[src/rtl/mult_div_unit.sv]
// Iterative multiply/divide unit: one shift-add (multiply) or restoring-subtract (divide) step per clock,
// followed by a single sign-correction cycle; results land in HI/LO.
module mult_div_unit #(
    parameter int WIDTH = 32
) (
    input  logic             clk,
    input  logic             reset,
    input  logic             start,
    input  logic             op_div,
    input  logic             op_signed,
    input  logic [WIDTH-1:0] a,
    input  logic [WIDTH-1:0] b,
    output logic             busy,
    output logic             done,
    output logic             div_zero,
    output logic [WIDTH-1:0] hi,
    output logic [WIDTH-1:0] lo
);

    localparam int CW = $clog2(WIDTH);

    typedef enum logic [1:0] {IDLE, CALC, FIX, DONE} state_t;

    state_t             state_q, state_d;
    logic [CW-1:0]      cnt_q, cnt_d;
    logic [2*WIDTH-1:0] acc_q, acc_d;
    logic [WIDTH:0]     rem_q, rem_d;
    logic [WIDTH-1:0]   quo_q, quo_d;
    logic [WIDTH-1:0]   opnd_q, opnd_d;
    logic               is_div_q, is_div_d;
    logic               neg_res_q, neg_res_d;
    logic               neg_rem_q, neg_rem_d;
    logic               dz_q, dz_d;
    logic [WIDTH-1:0]   hi_q, hi_d;
    logic [WIDTH-1:0]   lo_q, lo_d;

    logic [WIDTH-1:0]   mag_a, mag_b;
    logic [WIDTH:0]     mul_sum;
    logic [WIDTH+1:0]   div_shift, div_diff;
    logic [2*WIDTH-1:0] prod_fix;
    logic [WIDTH-1:0]   quo_fix, rem_fix;

    // Signed operands are reduced to magnitudes; MIN negates to itself, which is its correct unsigned magnitude.
    assign mag_a = (op_signed && a[WIDTH-1]) ? -a : a;
    assign mag_b = (op_signed && b[WIDTH-1]) ? -b : b;

    assign busy     = (state_q == CALC) || (state_q == FIX);
    assign done     = (state_q == DONE);
    assign div_zero = (state_q == DONE) && dz_q;
    assign hi       = hi_q;
    assign lo       = lo_q;

    always_comb begin
        state_d   = state_q;
        cnt_d     = cnt_q;
        acc_d     = acc_q;
        rem_d     = rem_q;
        quo_d     = quo_q;
        opnd_d    = opnd_q;
        is_div_d  = is_div_q;
        neg_res_d = neg_res_q;
        neg_rem_d = neg_rem_q;
        dz_d      = dz_q;
        hi_d      = hi_q;
        lo_d      = lo_q;

        // Multiply keeps the multiplier in the low half of acc and shifts the partial product in from the top.
        mul_sum   = {1'b0, acc_q[2*WIDTH-1:WIDTH]} + (acc_q[0] ? {1'b0, opnd_q} : '0);
        div_shift = {rem_q, quo_q[WIDTH-1]};
        div_diff  = div_shift - {2'b00, opnd_q};
        prod_fix  = neg_res_q ? -acc_q : acc_q;
        quo_fix   = neg_res_q ? -quo_q : quo_q;
        rem_fix   = neg_rem_q ? -rem_q[WIDTH-1:0] : rem_q[WIDTH-1:0];

        case (state_q)
            IDLE: begin
                if (start) begin
                    is_div_d = op_div;
                    dz_d     = 1'b0;
                    if (op_div && (b == '0)) begin
                        dz_d    = 1'b1;
                        state_d = DONE;
                    end else begin
                        state_d   = CALC;
                        cnt_d     = '0;
                        opnd_d    = op_div ? mag_b : mag_a;
                        acc_d     = {{WIDTH{1'b0}}, mag_b};
                        rem_d     = '0;
                        quo_d     = mag_a;
                        neg_res_d = op_signed && (a[WIDTH-1] ^ b[WIDTH-1]);
                        neg_rem_d = op_signed && a[WIDTH-1];
                    end
                end
            end
            CALC: begin
                if (is_div_q) begin
                    quo_d = {quo_q[WIDTH-2:0], ~div_diff[WIDTH+1]};
                    rem_d = div_diff[WIDTH+1] ? div_shift[WIDTH:0] : div_diff[WIDTH:0];
                end else begin
                    acc_d = {mul_sum, acc_q[WIDTH-1:1]};
                end
                if (cnt_q == CW'(WIDTH - 1)) begin
                    state_d = FIX;
                    cnt_d   = '0;
                end else begin
                    cnt_d = cnt_q + 1'b1;
                end
            end
            FIX: begin
                state_d = DONE;
                if (is_div_q) begin
                    hi_d = rem_fix;
                    lo_d = quo_fix;
                end else begin
                    {hi_d, lo_d} = prod_fix;
                end
            end
            DONE: begin
                state_d = IDLE;
            end
            default: begin
                state_d = IDLE;
            end
        endcase
    end

    always_ff @(posedge clk) begin
        if (reset) begin
            state_q   <= IDLE;
            cnt_q     <= '0;
            acc_q     <= '0;
            rem_q     <= '0;
            quo_q     <= '0;
            opnd_q    <= '0;
            is_div_q  <= 1'b0;
            neg_res_q <= 1'b0;
            neg_rem_q <= 1'b0;
            dz_q      <= 1'b0;
            hi_q      <= '0;
            lo_q      <= '0;
        end else begin
            state_q   <= state_d;
            cnt_q     <= cnt_d;
            acc_q     <= acc_d;
            rem_q     <= rem_d;
            quo_q     <= quo_d;
            opnd_q    <= opnd_d;
            is_div_q  <= is_div_d;
            neg_res_q <= neg_res_d;
            neg_rem_q <= neg_rem_d;
            dz_q      <= dz_d;
            hi_q      <= hi_d;
            lo_q      <= lo_d;
        end
    end

endmodule

[config.mk]
export PLATFORM = sky130hd
export DESIGN_NAME = mult_div_unit
export DESIGN_NICKNAME = d
export VERILOG_FILES = /design/src/rtl/mult_div_unit.sv
export SDC_FILE = /design/constraint.sdc
export NUM_CORES = 1
export LEC_CHECK = 0
export ABC_AREA = 1
export BUFFER_PORTS_ARGS = -buffer_cell sky130_fd_sc_hd__buf_2
export CORE_MARGIN = 2
export CORE_UTILIZATION = 40
export CTS_CLUSTER_DIAMETER = 150
export CTS_CLUSTER_SIZE = 8
export DETAILED_ROUTE_END_ITERATION = 8
export PLACE_DENSITY = 0.68
export SETUP_SLACK_MARGIN = 0.3
export SYNTH_ARGS = -nofsm -noshare
export SYNTH_HDL_FRONTEND = slang
export SYNTH_SLANG_ARGS = --single-unit
[constraint.sdc]
create_clock -name clk -period 3 [get_ports clk]
set_input_delay 0.15 -clock clk [delete_from_list [all_inputs] [get_ports clk]]
set_output_delay 0.15 -clock clk [all_outputs]
set_load 0.01 [all_outputs]
Yosys cells after proc, flatten, opt, wreduce, memory -nomap -nowiden
Cells that the tools add are included.

Add/subtract/negate cells: 8. Eq/ne operators: 9. Multiplexer cells: 31. Bitwise gates (word level): 3. Reductions and logical operators: 15.

Operators by type and width (number): $mux W32 (11); $mux W64 (4); $mux W33 (4); $neg A32 Y32 (4); $pmux W64 S2 (1); $pmux W33 S2 (1); $neg A64 Y64 (1); $pmux W32 S2 (1); $sub A34 B32 Y34 (1); $add A32 B32 Y33 (1); $logic_not A32 Y1 (1); $mux W5 (3); $pmux W5 S2 (1); $ne A2 B2 Y1 const B (4); $pmux W2 S4 (1); $reduce_and A4 Y1 (2); $mux W2 (3); $reduce_and A3 Y1 (2); $add A5 B1 Y5 const B (1); $eq A5 B5 Y1 const B (1); $logic_and A1 B1 Y1 (5); $eq A2 B2 Y1 const B (2); $reduce_and A2 Y1 (2); $eq A2 B1 Y1 const B (1); other kinds (7) (8).

Register bits after elaboration: 236. Output and inout port bits: 67. Word-level logic and storage cells: 78.

Longest topological paths before layout
Gate-level depths: netlist of run 1.

Depth after elaboration: 5. Mapped depth: 18.

Least setup slack after synthesis of run 1
Ideal clock, no wire load.

Kind: register to register. From: register acc_q[0]. To: register acc_q[53]. Library setup time: 0.132 ns. Data arrival time: 2.164 ns. Required time: 2.868 ns. Path slack: 0.704 ns. Stages on the path, launching flop included: 17. Buffers on the path: 2. Clock period less this slack: 2.296 ns. Path through: dfxtp_1 buf_6 clkbuf_1 nand2_1 inv_1 ha_1 a21oi_1 o21ai_0 nand2_1 nand2_1 nand3_1 nand2_1 nand2_1 nand2_1 or2_2 nand3_1 a21oi_1.

Cells in the longest elaborated chain, start to end: 4.

Ends and longest elaborated chain: start: declaration (line 26) `logic [2*WIDTH-1:0] acc_q, acc_d;`; start signal: assignment (line 131) `acc_q <= '0;`; start signal: assignment (line 144) `acc_q <= acc_d;`; $mux W32 (line 68) `mul_sum = {1'b0, acc_q[2*WIDTH-1:WIDTH]} + (acc_q[0] ? {1'b0, opnd_q} : '0);`; $add A32 B32 Y33 (line 68); $mux W64 (line 96) `if (is_div_q) begin`; $pmux W64 S2 (line 75) `case (state_q)`.

Every way passes these cells. The select of a mux whose other input is x is not followed. A chain may end at the register's enable or synchronous reset.

Worst setup path after layout of run 1
From: register acc_q[0]. To: register hi_q[17] (netlist: hi[17]).

Cells in the longest elaborated chain, start to end: 3.

Ends and longest elaborated chain: $neg A64 Y64 (line 71) `prod_fix = neg_res_q ? -acc_q : acc_q;`; $mux W64 (line 71); $mux W32 (line 111) `if (is_div_q) begin`; end signal: assignment (line 152) `hi_q <= hi_d;`; end: declaration (line 34) `logic [WIDTH-1:0] hi_q, hi_d;`.

Every way passes these cells.

==> impl_metrics.csv, run 1 <==
group,metric,value,unit
layout,fillers,5670,
synthesis,yosys.area.top_type,"dfxtp_1",
layout,multi_input_area,0.0137,sq mm
min_path,hp-class,"input pin to flip-flop",
clocking,cts.sinks,236,
layout,layout.nets,3881,
placed_design,postPlaceCellArea,0.0223,sq mm
layout,final_area,0.0236,sq mm
clocking,ctsLongestPathBuffers,3,
timing,fin_crit,2550,ps
pwr,leakage,11.6,nW
pwr,p_sw,6.45,mW
synthesis,syn_nets,3780,
worst_setup_path,crit_path_end_kind,"flip-flop",
synthesis,yosys-top-cells-area,"dfxtp_1 23%, nand2_1 17%, inv_1 8.6%",
worst_setup_path,cp.required,3430,ps
timing,hold_slack,13.2,ps
die,die_y,233,um
pwr,power.density,592,mW/mm^2
timing,finalSetupTns,0,ps
routing,viasPerCell,5.61,
synthesis,syn_avg_cell_area,5.77,sq um
timing,hold_viol,0,
layout,syn_to_final_growth,12.6,%
global_routing,grt.overflow.total,0,
worst_setup_path,worst_path_most_repeated_cell,"nand2_1",
timing,maxSlewViolCount,0,
worst_setup_path,worst-path-buf-inv,1,
clocking,cts_buffers,35,
synthesis,synth_seq_area_share,22.6,%
synthesis,ys.flop_type,"dfxtp_1",
placed_design,io_buffers,135,
layout,register_area,0.00474,sq mm
worst_setup_path,cp_slowest_cell,"nor2_1",
clocking,clkTransAtPathRegs,50,ps
global_routing,grt_pass1_vias,22300,
worst_setup_path,cp-start-kind,"flip-flop",
worst_setup_path,path_max_fanout,24,
global_routing,grt_usage,31.3,%
timing,slew_headroom,39.2,%
global_routing,grt_max_degree,106,
placed_design,hpwl,67000,um
routing,first_pass_iters,6,
timing,fin_worst_skew,30.8,ps
routing,post-route-drc-count,0,
layout,final_layout_size_suffix_gt1_share,8.97,%
status,outcome,"finished, final reports clean",
routing,drt_iter0_drc,3121,
die,dieArea,0.0542,sq mm
worst_setup_path,crit_chain,"buf_12, nor3_4, nand3_2, nor2_4, nand2_1, nor2_1, nand2_1, nand2_1, a21oi_1, o21ai_0, a21oi_1",
worst_setup_path,crit_family,"simple AND/OR/NAND/NOR gates",
timing,rsz0062_at_grt,"false",
pwr,pwr-share-comb,44.4,%
synthesis,synthDistinctLibCells,57,
clocking,cts.htree.levels,2,
timing,finalCritPeriodShare,85.2,%
pwr,clkPwrFrac,27.1,%
layout,fin_util,45.8,%
die,core_region_area,0.0515,sq mm
pwr,seqPwrFrac,28.5,%
clocking,clock_latency,580,ps
routing,drtAntennaViolNets,0,
clocking,clockRootBuffer,"clkbuf_16",
routing,vias,24800,
routing,wl_per_cell,19.6,um
global_routing,grt_first_pass_wirelength,131000,um
pwr,p_sw_share,46.2,%
placed_design,gp_congestion,1.03,
worst_setup_path,cp_slowest_stage_delay,430,ps
synthesis,async_reset_ff_share,0,%
routing,routed_wl,86700,um
die,start_util,40.7,%
die,ioPinCount,136,
die,die_w,233,um
pwr,p_int,7.51,mW
worst_setup_path,cp.arrival,2980,ps
timing,tightestPinTransition,902,ps
timing,timing.fmax,391,MHz
pwr,finalPower,14.0,mW
die,rows,83,
pwr,max-vdd-ir-drop,0.398,mV
clocking,cts_tree,"built",
synthesis,syn_area,0.0209,sq mm
synthesis,ys_seq_elements,236,
synthesis,yosys_warnings,0,
flow_run,cap_viol_max_count,0,
synthesis,synth_edf_count,0,
synthesis,synth_top_area_share,22.6,%
worst_setup_path,crit_type,"flip-flop to flip-flop",
global_routing,antenna_found_initial,0,
timing,setup_viol,0,
synthesis,netlist_instances,3633,
-- routing by layer --
layer / global-route usage [%] / part of all wire [%]
met4: 14.3 / 4.9
met5: 0 / 0
met2: 47.9 / 42
met1: 41.9 / 42
met3: 6.79 / 11
-- synthesized netlist by cell type (21+ instances only) --
cell type	count
xor2_1	56
nand4_1	47
nor2_1	388
a21oi_1	321
o21ai_0	262
clkbuf_1	82
nand3_1	351
nand2_1	961
xnor2_1	33
ha_1	76
inv_1	478
a31oi_1	32
nor3_1	56
o211ai_1	21
dfxtp_1	236
-- final timing paths --
kind         startpoint   endpoint  slack (ps)  cells past startpoint
min reg2reg       lo[6]      lo[6]         480                      2
max            acc_q[0]     hi[17]         450                     11
max reg2reg    acc_q[0]     hi[17]         450                     11
min               a[30]  quo_q[30]          10                      4
-- registers in the layout, summed over array words and instances, names as in the netlist, 2 cells and up --
name     flops
state_q      2
opnd_q      32
hi          32
acc_q       64
rem_q       33
cnt_q        5
lo          32
quo_q       32
-- worst reg2reg max path, cell delays in order, from the launching register on --
cell     delay [ps]
dfxtp_1         340
buf_12          180
nor3_4          270
nand3_2         140
nor2_4          160
nand2_1         160
nor2_1          430
nand2_1         100
nand2_1          80
a21oi_1          60
o21ai_0         370
a21oi_1         120
-- cells by family (layout without fill, tap and decap cells) --
group           Yosys count  in the layout  synth area share [%]
fa+ha+maj                78             78                  4.73
compound gates          709            709                  18.2
flops                   236            236                  22.6
other cells               0              1                     0
xor+xnor                 89             89                  3.72
simple gates           1883           1884                  38.1
buf+inv                 638            740                  12.7
-- power by group through the flow --
stage          clock network (mW)  logic (mW)  registers [mW]
6_report                     3.79        6.19            3.98
5_1_grt                      3.91        6.76            4.01
4_1_cts                      3.79        5.88            3.95
3_5_place_dp                    0        5.82            4.01
3_3_place_gp                    0        5.81            4.01
2_1_floorplan                   0        4.09            3.87
-- placed cells by master (no fill, tap or decap), drive strengths merged, types with 2 or more instances in the layout --
cell type    count
or2             13
o22ai            3
and2             4
o211ai          23
o31ai            7
nor3b            2
a21boi           3
nand3          357
nor3            58
inv            487
nor4             6
a211oi           3
a31oi           32
fa               2
a21oi          322
xnor2           33
clkinv           5
ha              76
nand4           48
o21a             8
and3             5
o2111ai          5
nor2           402
nand2b           2
o21ai          284
dlygate4sd3     11
o32ai            2
dfxtp          236
o21bai          10
buf            201
clkbuf          35
xor2            56
nand2          969
a21o             5
nand3b          18
-- what timing repair did --
action	CTS	global route
hold buffers	11	0
setup endpoints to repair	24	63
resized for setup	0	43
hold endpoints to repair	21	0
buffers inserted	0	8
cloned	1	0
pin swaps	1	4
-- through the flow --
step | std cells | setup WS, ps
global placement | 4357 | 331
floorplan | 3633 | 704
global route | 4416 | 306
CTS | 4408 | 308
detailed placement | 4357 | 260
finish | 4417 | 445
-- final cells by class --
type	count	area share, %
Multi-Input combinational cell	2760	58.3
Sequential cell	236	20.1
Inverter	489	7.80
Timing Repair Buffer	212	6.15
Clock buffer	35	3.71
Tap cell	680	3.61
Clock inverter	4	0.361
Antenna cell	1	0.0106
(Power assumes the default switching activity.)
==> inputs of run 2 (changes only) <==
Settings changed: CELL_PAD_IN_SITES_DETAIL_PLACEMENT set to 0, CELL_PAD_IN_SITES_GLOBAL_PLACEMENT set to 1, PLACE_DENSITY 0.68 to 0.88.
==> impl_metrics.csv, run 2 (synthesis results as in run 1) <==
group,metric,value,unit
die,dieArea,0.0542,sq mm
routing,drt_iter0_drc,2628,
placed_design,gp_congestion,0.976,
pwr,pwr-share-comb,43.8,%
timing,hold_viol,0,
layout,final_cell_mix,"959 x nand2_1, 476 x inv_1, 385 x nor2_1, 350 x nand3_1, 321 x a21oi_1",
worst_setup_path,crit_type,"flip-flop to flip-flop",
worst_setup_path,ff2ff_setup_slack,460,ps
layout,regMostFlops,"acc_q",
pwr,leakage,11.6,nW
global_routing,antenna_found_initial,3,
routing,wl_per_cell,19.9,um
timing,fin_worst_skew,35.4,ps
layout,syn_to_final_growth,11.8,%
worst_setup_path,cp-start-kind,"flip-flop",
clocking,clkTransAtPathRegs,50,ps
worst_setup_path,cp.required,3390,ps
timing,finalCritPeriodShare,84.8,%
routing,first_pass_iters,6,
layout,n_antenna_cell,0,
pwr,power.density,592,mW/mm^2
timing,setup_viol,0,
pwr,p_sw,6.39,mW
layout,reg_top3,"acc_q (64), rem_q (33)",
layout,mostFrequentLayoutCell,"nand2_1",
timing,hold_slack,19.1,ps
timing,finalSetupTns,0,ps
global_routing,grt_usage,31.9,%
global_routing,grt_pass1_vias,22300,
routing,routed_wl,87700,um
die,die_w,233,um
min_path,min_from,"a[22]",
timing,rsz0062_at_grt,"true",
clocking,cts_tree,"built",
layout,fillers,5778,
layout,layout.nets,3880,
pwr,p_int,7.48,mW
placed_design,io_buffers,135,
status,outcome,"finished, final reports clean",
worst_setup_path,ff2ff_path_depth,13,
timing,timing.fmax,393,MHz
routing,post-route-drc-count,0,
layout,final_layout_size_suffix_gt1_share,8.54,%
pwr,p_sw_share,46.0,%
routing,vias,24300,
routing,viasPerCell,5.51,
die,start_util,40.7,%
pwr,max-vdd-ir-drop,0.486,mV
die,die_y,233,um
global_routing,grt_first_pass_wirelength,132000,um
pwr,finalPower,13.9,mW
die,core_region_area,0.0515,sq mm
routing,drtAntennaViolNets,0,
die,rows,83,
timing,tightestPinTransition,848,ps
min_path,holdPathEnd,"quo_q[22]",
layout,largest_reg_flops,64,
flow_run,cap_viol_max_count,0,
layout,multi_input_area,0.0136,sq mm
clocking,clockRootBuffer,"clkbuf_16",
global_routing,grt.overflow.total,0,
worst_setup_path,setup.worst_path.start,"acc_q[0]",
min_path,hp-class,"input pin to flip-flop",
clocking,cts.htree.levels,2,
worst_setup_path,cp.arrival,2930,ps
placed_design,hpwl,68300,um
worst_setup_path,r2r_end,"acc_q[60]",
pwr,seqPwrFrac,29.3,%
die,ioPinCount,136,
timing,maxSlewViolCount,0,
clocking,ctsLongestPathBuffers,3,
layout,register_area,0.00474,sq mm
global_routing,grt_max_degree,123,
clocking,clock_latency,560,ps
timing,fin_crit,2550,ps
worst_setup_path,crit_path_end_kind,"flip-flop",
clocking,cts_buffers,35,
worst_setup_path,path_max_fanout,16,
min_path,worstHoldPathCells,4,
worst_setup_path,r2r-start,"acc_q[0]",
timing,slew_headroom,43.3,%
pwr,clkPwrFrac,26.9,%
clocking,cts.sinks,236,
-- run 2: cell count changes in the layout (fill, tap and decap cells not counted), moves of 3 or more --
cell / before / now
nor2_2: 16 / 11
nor2_1: 379 / 385
ha_1: 67 / 75
dlygate4sd3_1: 11 / 8
dfxtp_2: 11 / 7
nand2_2: 6 / 9
dfxtp_1: 225 / 228
ha_4: 4 / 1
buf_4: 53 / 56
ha_2: 5 / 0
-- run 2: layout make-up --
type / instances / share of cell area, %
clock buffer: 36 / 3.75
sequential: 236 / 20.2
timing repair buffer: 212 / 6.16
multi-input combinational: 2759 / 58.1
clock inverter: 3 / 0.251
tap: 680 / 3.63
inverter: 489 / 7.85
-- run 2: worst max-delay path by stage --
stage,endpoint,slack (ps),cells after the start
6_report,acc_q[60],460,13
5_1_grt,acc_q[61],290,13
4_1_cts,rem_q[8],300,14
3_5_place_dp,quo_q[30],330,13
3_3_place_gp,quo_q[29],340,13
2_1_floorplan,acc_q[53],700,16
-- run 2: through the flow --
step	cell area (sq um)	std cells	setup slack [ps]	utilization, %
after global placement	22300	4366	342	43.4
after CTS	23400	4413	301	45.3
after global routing	23400	4415	290	45.5
after floorplan	20900	3633	704	-
after detailed placement	22300	4366	333	43.4
final	23400	4415	455	45.5
-- run 2: per-layer routing --
metal	up-vias	global-route usage [%]	wire length, um
met5	-	0	0
met2	1028	50.7	38600
met1	11100	41.2	37100
met4	0	18.7	5710
met3	219	4.22	6290
li1	12000	-	-
-- run 2: power groups by stage --
stage | sequential [mW] | combinational [mW] | clock, mW
after floorplan | 3.87 | 4.09 | 0
after global placement | 4.09 | 5.88 | 0
after detailed placement | 4.09 | 5.88 | 0
after CTS | 4.03 | 5.91 | 3.77
after global routing | 4.08 | 6.69 | 3.89
final | 4.07 | 6.07 | 3.73
-- run 2: what timing repair did --
item / CTS / global route
hold buffers: 8 / 0
resized for setup: 0 / 19
endpoints found under the setup margin: 0 / 50
hold endpoints to repair: 9 / 0
setup buffers: 0 / 2
-- run 2: worst max-delay path, cell delays in order (launching register included) --
cell and delay, ps:
dfxtp_1 340, buf_6 170, nand2_1 140, inv_1 90, ha_1 370, nand2_1 140
nor2_1 220, inv_1 120, nor3_2 270, nand3_1 230, nand2_1 110, nand2_1 50
nand3_1 80, a21oi_1 60
